## src/rtl/regfile_rdmux.sv

```systemverilog
// Register file with one write port and NUM_RD independent read ports.
// Each read port selects one of DEPTH registers. It supports an optional
// hardwired-zero R0, write-through bypass, zero data for out-of-range
// indices and an optional registered read stage with a per-port valid.
module regfile_rdmux #(
    parameter int unsigned WIDTH    = 32,
    parameter int unsigned DEPTH    = 16,
    parameter int unsigned NUM_RD   = 2,
    parameter int unsigned ZERO_REG = 1,
    parameter int unsigned READ_REG = 0,
    localparam int unsigned SELW    = (DEPTH > 2) ? $clog2(DEPTH) : 1
) (
    input  logic                     clk,
    input  logic                     rst_n,
    input  logic                     we,
    input  logic [SELW-1:0]          wsel,
    input  logic [WIDTH-1:0]         wdata,
    input  logic [NUM_RD-1:0]        rd_en,
    input  logic [NUM_RD*SELW-1:0]   rsel,
    output logic [NUM_RD*WIDTH-1:0]  rdata,
    output logic [NUM_RD-1:0]        rvalid
);

    localparam bit ZeroEn = (ZERO_REG != 0);
    // DEPTH extended by one bit so it can be compared against a SELW-bit index.
    localparam logic [SELW:0] DepthExt = (SELW + 1)'(DEPTH);

    logic [WIDTH-1:0] regs_q [DEPTH];
    logic [WIDTH-1:0] regs_d [DEPTH];
    logic             wr_ok;
    logic [SELW-1:0]  rd_sel [NUM_RD];
    logic [WIDTH-1:0] rd_val [NUM_RD];

    // Decide whether the current write really lands in a register.
    always_comb begin
        wr_ok = we;
        if ({1'b0, wsel} >= DepthExt) begin
            wr_ok = 1'b0;
        end
        if (ZeroEn && (wsel == '0)) begin
            wr_ok = 1'b0;
        end
    end

    // Next-state of the storage array.
    always_comb begin
        for (int i = 0; i < DEPTH; i++) begin
            regs_d[i] = regs_q[i];
            if (wr_ok && (wsel == SELW'(i))) begin
                regs_d[i] = wdata;
            end
        end
    end

    // Storage registers, cleared asynchronously.
    always_ff @(posedge clk or negedge rst_n) begin
        if (!rst_n) begin
            for (int i = 0; i < DEPTH; i++) begin
                regs_q[i] <= '0;
            end
        end else begin
            for (int i = 0; i < DEPTH; i++) begin
                regs_q[i] <= regs_d[i];
            end
        end
    end

    for (genvar p = 0; p < NUM_RD; p++) begin : g_rsel
        assign rd_sel[p] = rsel[p*SELW +: SELW];
    end

    // Per-port selector. Indices that match no register fall through to zero.
    // Bypass is qualified by wr_ok, so it never applies to out-of-range or
    // hardwired-zero targets.
    always_comb begin
        for (int p = 0; p < NUM_RD; p++) begin
            rd_val[p] = '0;
            for (int i = 0; i < DEPTH; i++) begin
                if (rd_sel[p] == SELW'(i)) begin
                    rd_val[p] = regs_q[i];
                end
            end
            if (ZeroEn && (rd_sel[p] == '0)) begin
                rd_val[p] = '0;
            end
            if (wr_ok && (wsel == rd_sel[p])) begin
                rd_val[p] = wdata;
            end
        end
    end

    if (READ_REG == 0) begin : g_comb_read
        // rd_en has no effect on a combinational read port.
        logic unused_rd_en;
        assign unused_rd_en = ^rd_en;

        // Combinational outputs, forced to zero while in reset.
        always_comb begin
            for (int p = 0; p < NUM_RD; p++) begin
                rdata[p*WIDTH +: WIDTH] = rst_n ? rd_val[p] : '0;
                rvalid[p]               = rst_n;
            end
        end
    end else begin : g_reg_read
        logic [WIDTH-1:0]  rdata_q [NUM_RD];
        logic [WIDTH-1:0]  rdata_d [NUM_RD];
        logic [NUM_RD-1:0] rvalid_q;
        logic [NUM_RD-1:0] rvalid_d;

        // Capture on rd_en, otherwise hold data and drop valid.
        always_comb begin
            for (int p = 0; p < NUM_RD; p++) begin
                rdata_d[p]  = rdata_q[p];
                rvalid_d[p] = 1'b0;
                if (rd_en[p]) begin
                    rdata_d[p]  = rd_val[p];
                    rvalid_d[p] = 1'b1;
                end
            end
        end

        // Read stage registers, cleared asynchronously.
        always_ff @(posedge clk or negedge rst_n) begin
            if (!rst_n) begin
                for (int p = 0; p < NUM_RD; p++) begin
                    rdata_q[p] <= '0;
                end
                rvalid_q <= '0;
            end else begin
                for (int p = 0; p < NUM_RD; p++) begin
                    rdata_q[p] <= rdata_d[p];
                end
                rvalid_q <= rvalid_d;
            end
        end

        // Flatten the read stage onto the output bus.
        always_comb begin
            for (int p = 0; p < NUM_RD; p++) begin
                rdata[p*WIDTH +: WIDTH] = rdata_q[p];
            end
            rvalid = rvalid_q;
        end
    end

endmodule

```

## config.mk

```make
export PLATFORM = sky130hd
export DESIGN_NAME = regfile_rdmux
export DESIGN_NICKNAME = d
export VERILOG_FILES = /design/src/rtl/regfile_rdmux.sv
export SDC_FILE = /design/constraint.sdc
export NUM_CORES = 1
export LEC_CHECK = 0
export ABC_AREA = 1
export BUFFER_PORTS_ARGS = -buffer_cell sky130_fd_sc_hd__buf_2
export CAP_MARGIN = 20
export CORE_AREA = 2 2 157 312
export DETAILED_ROUTE_END_ITERATION = 8
export DIE_AREA = 0 0 159 314
export PLACE_DENSITY = 0.74
export SYNTH_ARGS = -nofsm -noshare
export SYNTH_HDL_FRONTEND = slang
export SYNTH_SLANG_ARGS = --single-unit
```

## constraint.sdc

```tcl
create_clock -name clk -period 1.4 [get_ports clk]
set_clock_uncertainty 0.05 [all_clocks]
set_input_delay 0.07 -clock clk [delete_from_list [all_inputs] [get_ports clk]]
set_output_delay 0.07 -clock clk [all_outputs]
set_load 0.005 [all_outputs]
```

==> results.sh, run 1 <==
export IMPL_status="finished, violations left"
export IMPL_violations="setup timing"
export IMPL_ys_types=33
export IMPL_track_usage_pct=34.2
export IMPL_synth_mux_area_share_pct=0
export IMPL_syn_avg_cell_area_um2=7.06
export IMPL_grt_pass1_vias=25230
export IMPL_die_area_um2=49900
export IMPL_crit_type="register to output port"
export IMPL_clkSinkCount=480
export IMPL_holdWs_ns=0.0429
export IMPL_finalMaxSlewViolations=0
export IMPL_worst_slew_pin_slew_ns=0.895
export IMPL_antenna_found_initial=0
export IMPL_top_regs="regs_q (480)"
export IMPL_hold_class="input port to async pin"
export IMPL_slew_headroom_pct=40.1
export IMPL_area_growth_pct=25.5
export IMPL_post_place_ws_ns=-0.701
export IMPL_start_kind="register"
export IMPL_cp_required_ns=1.28
export IMPL_total_power_mw=39.9
export IMPL_htreeDepth=2
export IMPL_synthSimpleGateAreaFrac_pct=30.3
export IMPL_diodes=0
export IMPL_yosysWarnings=0
export IMPL_synth_compound_area_share_pct=15.0
export IMPL_dp_cells=4479
export IMPL_fin_tns_setup_ns=-101.45
export IMPL_largest_reg_flops=480
export IMPL_synth_top_family_by_area="simple AND/OR/NAND/NOR gates"
export IMPL_portBuffers=112
export IMPL_synth_cells=3657
export IMPL_cts_tree="yes"
export IMPL_worst_setup_path_end_kind="output port"
export IMPL_dr_pass1_iters=6
export IMPL_final_cell_mix="nand2_1, o21ai_0, dfrtp_1"
export IMPL_fin_crit_ns=2.59
export IMPL_avgRoutedWirePerCell_um=18.8
export IMPL_postPlaceCellArea_um2=29800
export IMPL_crit_arrival_ns=2.47
export IMPL_setup_slack_ns=-1.19
export IMPL_crit_fanout=2
export IMPL_start_util_pct=54.4
export IMPL_viasPerCell=5.75
export IMPL_fin_area_um2=32400
export IMPL_ios=115
export IMPL_grt_max_degree=87
export IMPL_synth_seq_area_share_pct=46.5
export IMPL_final_common_cell="nand2_1"
export IMPL_hpwlAfterDp_mm=61.2
export IMPL_grt_setup_unrepaired="yes"
export IMPL_nets=4000
export IMPL_finalSetupViolCount=309
export IMPL_ys_seq_elements=480
export IMPL_cellPowerDensity_nw_per_um2=1230
export IMPL_postLayoutCoreUtil_pct=68.2
export IMPL_clk_pin_slew_ns=0.07
export IMPL_period_share_pct=185
export IMPL_layout_drive_gt1_share_pct=19.4
export IMPL_routed_wirelength_mm=86.9
export IMPL_synth_adder_area_share_pct=0
export IMPL_wl_met2_mm=41.5
export IMPL_syn_cell_area_um2=25800
export IMPL_grt_pass1_wl_mm=136
export IMPL_vias=26543
export IMPL_cts_buffers=45
export IMPL_fp_dieH_um=314
export IMPL_wl_met1_mm=34.8
export IMPL_fin_cells=4617
export IMPL_drc=0
export IMPL_clock_latency_ns=0.57
export IMPL_max_clock_path_buffers=3
export IMPL_ant_nets=0
export IMPL_coreArea_um2=47500
export IMPL_max_freq_mhz=387
export IMPL_top_register="regs_q"
export IMPL_grt_overflow=0
export IMPL_p_leak_nw=15.3
export IMPL_wl_met3_mm=6.37
export IMPL_top_layer_used="met4"
export IMPL_cts_root_buf="clkbuf_16"
export IMPL_synth_net_count=3706
export IMPL_drtIter0Drc=2834
export IMPL_hold_viol=0
export IMPL_die_w_um=159
export IMPL_peakVddDrop_mv=1.32
export IMPL_row_count=113
export IMPL_gp_congestion=0.935
export IMPL_synth_xor_area_share_pct=0.271
export IMPL_maxCapViolations=0
## power breakdown
part | internal (mW) | switching (mW) | total, mW
combinational | 3.53 | 4.86 | 8.39
sequential | 16.8 | 2.18 | 19.0
clock | 6.98 | 5.54 | 12.5
total | 27.3 | 12.6 | 39.9
## final timing paths
check	from	to	depth (start not counted)	slack, ns
min in group clk	we	regs_q[395]$_DFFE_PN0P_	5	0.17
worst max-delay path	regs_q[446]$_DFFE_PN0P_	rdata[62]	12	-1.19
worst min register to register	regs_q[26]$_DFFE_PN0P_	regs_q[26]$_DFFE_PN0P_	2	0.44
worst max register to register	regs_q[446]$_DFFE_PN0P_	regs_q[446]$_DFFE_PN0P_	4	0.36
max in group asynchronous	rst_n	regs_q[322]$_DFFE_PN0P_	7	-0.33
worst min-delay path	rst_n	regs_q[145]$_DFFE_PN0P_	6	0.04
## synth_stat cells, drive strengths merged
cell type     n  area share (%)
o2111ai       3            0.10
nand3b        5            0.15
and3          1           0.024
dfrtp       480              46
o21ai       512             9.9
buf          63             1.4
nand2      1334              20
xnor2         4            0.14
nand3        82             1.6
nor2        253             4.0
inv         258             3.7
a21oi       251             4.9
clkinv        3           0.044
or2          36            0.87
o21bai        1           0.029
xor2          4            0.14
o211ai        3           0.087
nand4       145             3.5
clkbuf      187             2.7
nor3         31            0.64
a21boi        1           0.029
## final cells by class
cell class                      instances  area [um^2]
Clock buffer                           70         1340
Clock inverter                         11          115
Fill cell                            3991        15100
Inverter                              261          986
Multi-Input combinational cell       2666        12500
Sequential cell                       480        12000
Tap cell                              632          791
Timing Repair Buffer                  497         4620
## routing by layer
layer,up-vias,GRT usage (%)
met5,-,0
met4,0,16.6
met3,244,3.48
met2,1332,57.2
met1,12607,44.9
li1,12360,-
## timing repair
item,4_1_cts,5_1_grt
gates resized for setup,84,83
hold endpoints to repair,564,139
setup buffers,11,6
pin swaps,149,112
hold buffers,37,5
endpoints found under the setup margin,64,399
## cells by family (layout without fill, tap and decap cells)
logic type	Yosys count	in the layout
AND/OR/NAND/NOR	1887	1887
AO/OA/AOI/OAI	771	771
buffers and inverters	511	839
flip-flops	480	480
XOR/XNOR	8	8
## critical path: stages, from the launching register on
cell	delay, ns
dfrtp_1	0.42
o211ai_1	0.30
buf_4	0.19
nand2_4	0.04
o21ai_2	0.07
nand4_1	0.13
o21bai_1	0.19
nand4_1	0.11
nand2_1	0.09
nand3_2	0.08
nand2_1	0.07
a21oi_1	0.05
buf_2	0.13
No activity file was read; power rests on OpenSTA's default activity.
==> run 2, diff against run 1 <==
--- a/config.mk
+++ b/config.mk
@@ -8,10 +8,9 @@
 export ABC_AREA = 1
 export BUFFER_PORTS_ARGS = -buffer_cell sky130_fd_sc_hd__buf_2
 export CAP_MARGIN = 20
-export CORE_AREA = 2 2 157 312
+export CORE_AREA = 2 2 231 460
 export DETAILED_ROUTE_END_ITERATION = 8
-export DIE_AREA = 0 0 159 314
-export PLACE_DENSITY = 0.74
+export DIE_AREA = 0 0 233 462
 export SYNTH_ARGS = -nofsm -noshare
 export SYNTH_HDL_FRONTEND = slang
 export SYNTH_SLANG_ARGS = --single-unit
==> run 2 against run 1 <==
Net effect:
- the flow still finishes with violations (setup timing)
- register-to-register slack better by 0.07 ns
- maximum frequency rose by 5.4%
- combinational power rose by 2%
- cell count increased by 17%
- via count shrank 0.74%
- final area rose by 3.9%
- sequential power about the same
- power rose by 0.76%
==> results.sh, run 2 (synthesized netlist as in run 1, its figures left out) <==
export IMPL_final_common_cell="nand2_1"
export IMPL_worst_path_buf_inv=1
export IMPL_die_area_um2=108000
export IMPL_ios=115
export IMPL_peakVddDrop_mv=0.816
export IMPL_viasPerCell=4.89
export IMPL_crit_arrival_ns=2.33
export IMPL_finalSetupViolCount=341
export IMPL_p_leak_nw=15.6
export IMPL_grt_max_degree=76
export IMPL_max_stage_delay_ns=0.39
export IMPL_final_cell_mix="nand2_1, o21ai_0, dfrtp_1"
export IMPL_slew_headroom_pct=28.3
export IMPL_maxCapViolations=0
export IMPL_hold_viol=0
export IMPL_total_power_mw=40.2
export IMPL_max_freq_mhz=408
export IMPL_fin_cells=5387
export IMPL_nets=4048
export IMPL_violations="setup timing"
export IMPL_grt_pass1_vias=26170
export IMPL_status="finished, violations left"
export IMPL_clk_pin_slew_ns=0.07
export IMPL_cpMaxStageDelayCell="dfrtp_1"
export IMPL_holdWs_ns=0.114
export IMPL_fin_crit_ns=2.45
export IMPL_coreArea_um2=104000
export IMPL_p_seq_share_pct=47.4
export IMPL_top_register="regs_q"
export IMPL_vias=26346
export IMPL_hpwlAfterDp_mm=78.9
export IMPL_worst_slew_pin_slew_ns=1.07
export IMPL_clock_latency_ns=0.58
export IMPL_switchingPower_mw=12.9
export IMPL_cts_root_buf="clkbuf_16"
export IMPL_track_usage_pct=19.8
export IMPL_cts_tree="yes"
export IMPL_dr_pass1_iters=6
export IMPL_cp_required_ns=1.28
export IMPL_start_util_pct=24.7
export IMPL_area_growth_pct=30.4
export IMPL_grt_pass1_wl_mm=161
export IMPL_crit_family="simple AND/OR/NAND/NOR gates"
export IMPL_ant_nets=0
export IMPL_gp_congestion=0.920
export IMPL_grt_overflow=0
export IMPL_finalMaxSlewViolations=0
export IMPL_intPower_mw=27.3
export IMPL_routed_wirelength_mm=107
export IMPL_combPwrFrac_pct=21.3
export IMPL_clkPwrFrac_pct=31.3
export IMPL_portBuffers=112
export IMPL_crit_fanout=2
export IMPL_fillers=11032
export IMPL_cts_buffers=43
export IMPL_grt_setup_unrepaired="yes"
export IMPL_largest_reg_flops=480
export IMPL_top_regs="regs_q (480)"
export IMPL_htreeDepth=2
export IMPL_setup_slack_ns=-1.05
export IMPL_drtIter0Drc=2216
export IMPL_worst_setup_path_end_kind="output port"
export IMPL_avgRoutedWirePerCell_um=19.9
export IMPL_start_kind="register"
export IMPL_drc=0
export IMPL_fp_dieH_um=462
export IMPL_layout_drive_gt1_share_pct=20.5
export IMPL_dp_cells=5260
export IMPL_crit_type="register to output port"
export IMPL_period_share_pct=175
export IMPL_cellPowerDensity_nw_per_um2=1190
export IMPL_max_clock_path_buffers=3
export IMPL_row_count=168
export IMPL_sw_frac_of_total_pct=32.1
export IMPL_cp_cell_sequence="o211ai_1, nand2_1, o21ai_2, nand4_1, o21bai_1, nand4_1, nand2_2, nand3_2, nand2_2, a21oi_2, buf_2"
export IMPL_hold_class="input port to register"
export IMPL_clkSinkCount=480
export IMPL_die_w_um=233
export IMPL_antenna_found_initial=5
==> run 2: cell type report <==
cell class	count	area [um^2]	area share, %
Antenna cell	1	2.50	0.00743
Timing Repair Buffer	547	5010	14.9
Sequential cell	480	12000	35.7
Inverter	261	988	2.93
Multi-Input combinational cell	2666	12600	37.3
Clock inverter	11	145	0.431
Clock buffer	61	1280	3.79
Tap cell	1360	1700	5.05
==> run 2: worst reg2reg max path, delay by kind of cell (launching register included) <==
kind                   cells  cell delay [ns]
flip-flops                 1             0.41
AO/OA/AOI/OAI              1             0.07
buffers and inverters      2             0.27
AND/OR/NAND/NOR            1             0.05
==> run 2: worst paths after layout <==
path                                      endpoint               startpoint  depth (start not counted)  slack [ns]
min reg2reg                 regs_q[28]$_DFFE_PN0P_   regs_q[28]$_DFFE_PN0P_                          2        0.44
max reg2reg                regs_q[428]$_DFFE_PN0P_  regs_q[428]$_DFFE_PN0P_                          4        0.43
min                        regs_q[453]$_DFFE_PN0P_                       we                          5        0.11
min in group asynchronous    regs_q[9]$_DFFE_PN0P_                    rst_n                          3        0.26
max in group asynchronous  regs_q[151]$_DFFE_PN0P_                    rst_n                          6       -0.29
max                                      rdata[62]  regs_q[446]$_DFFE_PN0P_                         11       -1.05
==> run 2: stage by stage <==
step | area, um^2 | setup slack (ns) | util [%] | TNS (ns)
after global routing | 33700 | -1.16 | 32.2 | -142.07
after floorplan | 26100 | -0.0255 | - | -0.446
final | 33700 | -1.05 | 32.2 | -108.12
after CTS | 33400 | -1.13 | 32.0 | -61.44
after global placement | 31200 | -0.820 | 29.9 | -52.44
after detailed placement | 31200 | -0.827 | 29.9 | -52.31
==> run 2: timing repair <==
item / in CTS / in global routing
buffers inserted: 7 / 14
pin swaps: 112 / 89
gates cloned: 0 / 0
resized for setup: 115 / 61
hold endpoints to repair: 596 / 209
hold buffers: 33 / 1
endpoints found under the setup margin: 64 / 324
==> run 2: power by group through the flow <==
stage               Sequential, mW  Clock [mW]  Combinational (mW)
finish                        19.1        12.6                8.57
global route                  19.4        13.2                9.66
CTS                           19.0        12.8                8.36
detailed placement            19.2           0                8.04
global placement              19.1           0                7.84
floorplan                     18.6           0                4.59
==> run 2: metal layers <==
layer,global-route usage (%),vias to the layer above,share of wire [%]
met5,0,-,0.030
met4,13.8,6,7.8
met3,2.09,358,5.2
met2,34.3,1086,49
met1,22.6,12475,38
li1,-,12421,-
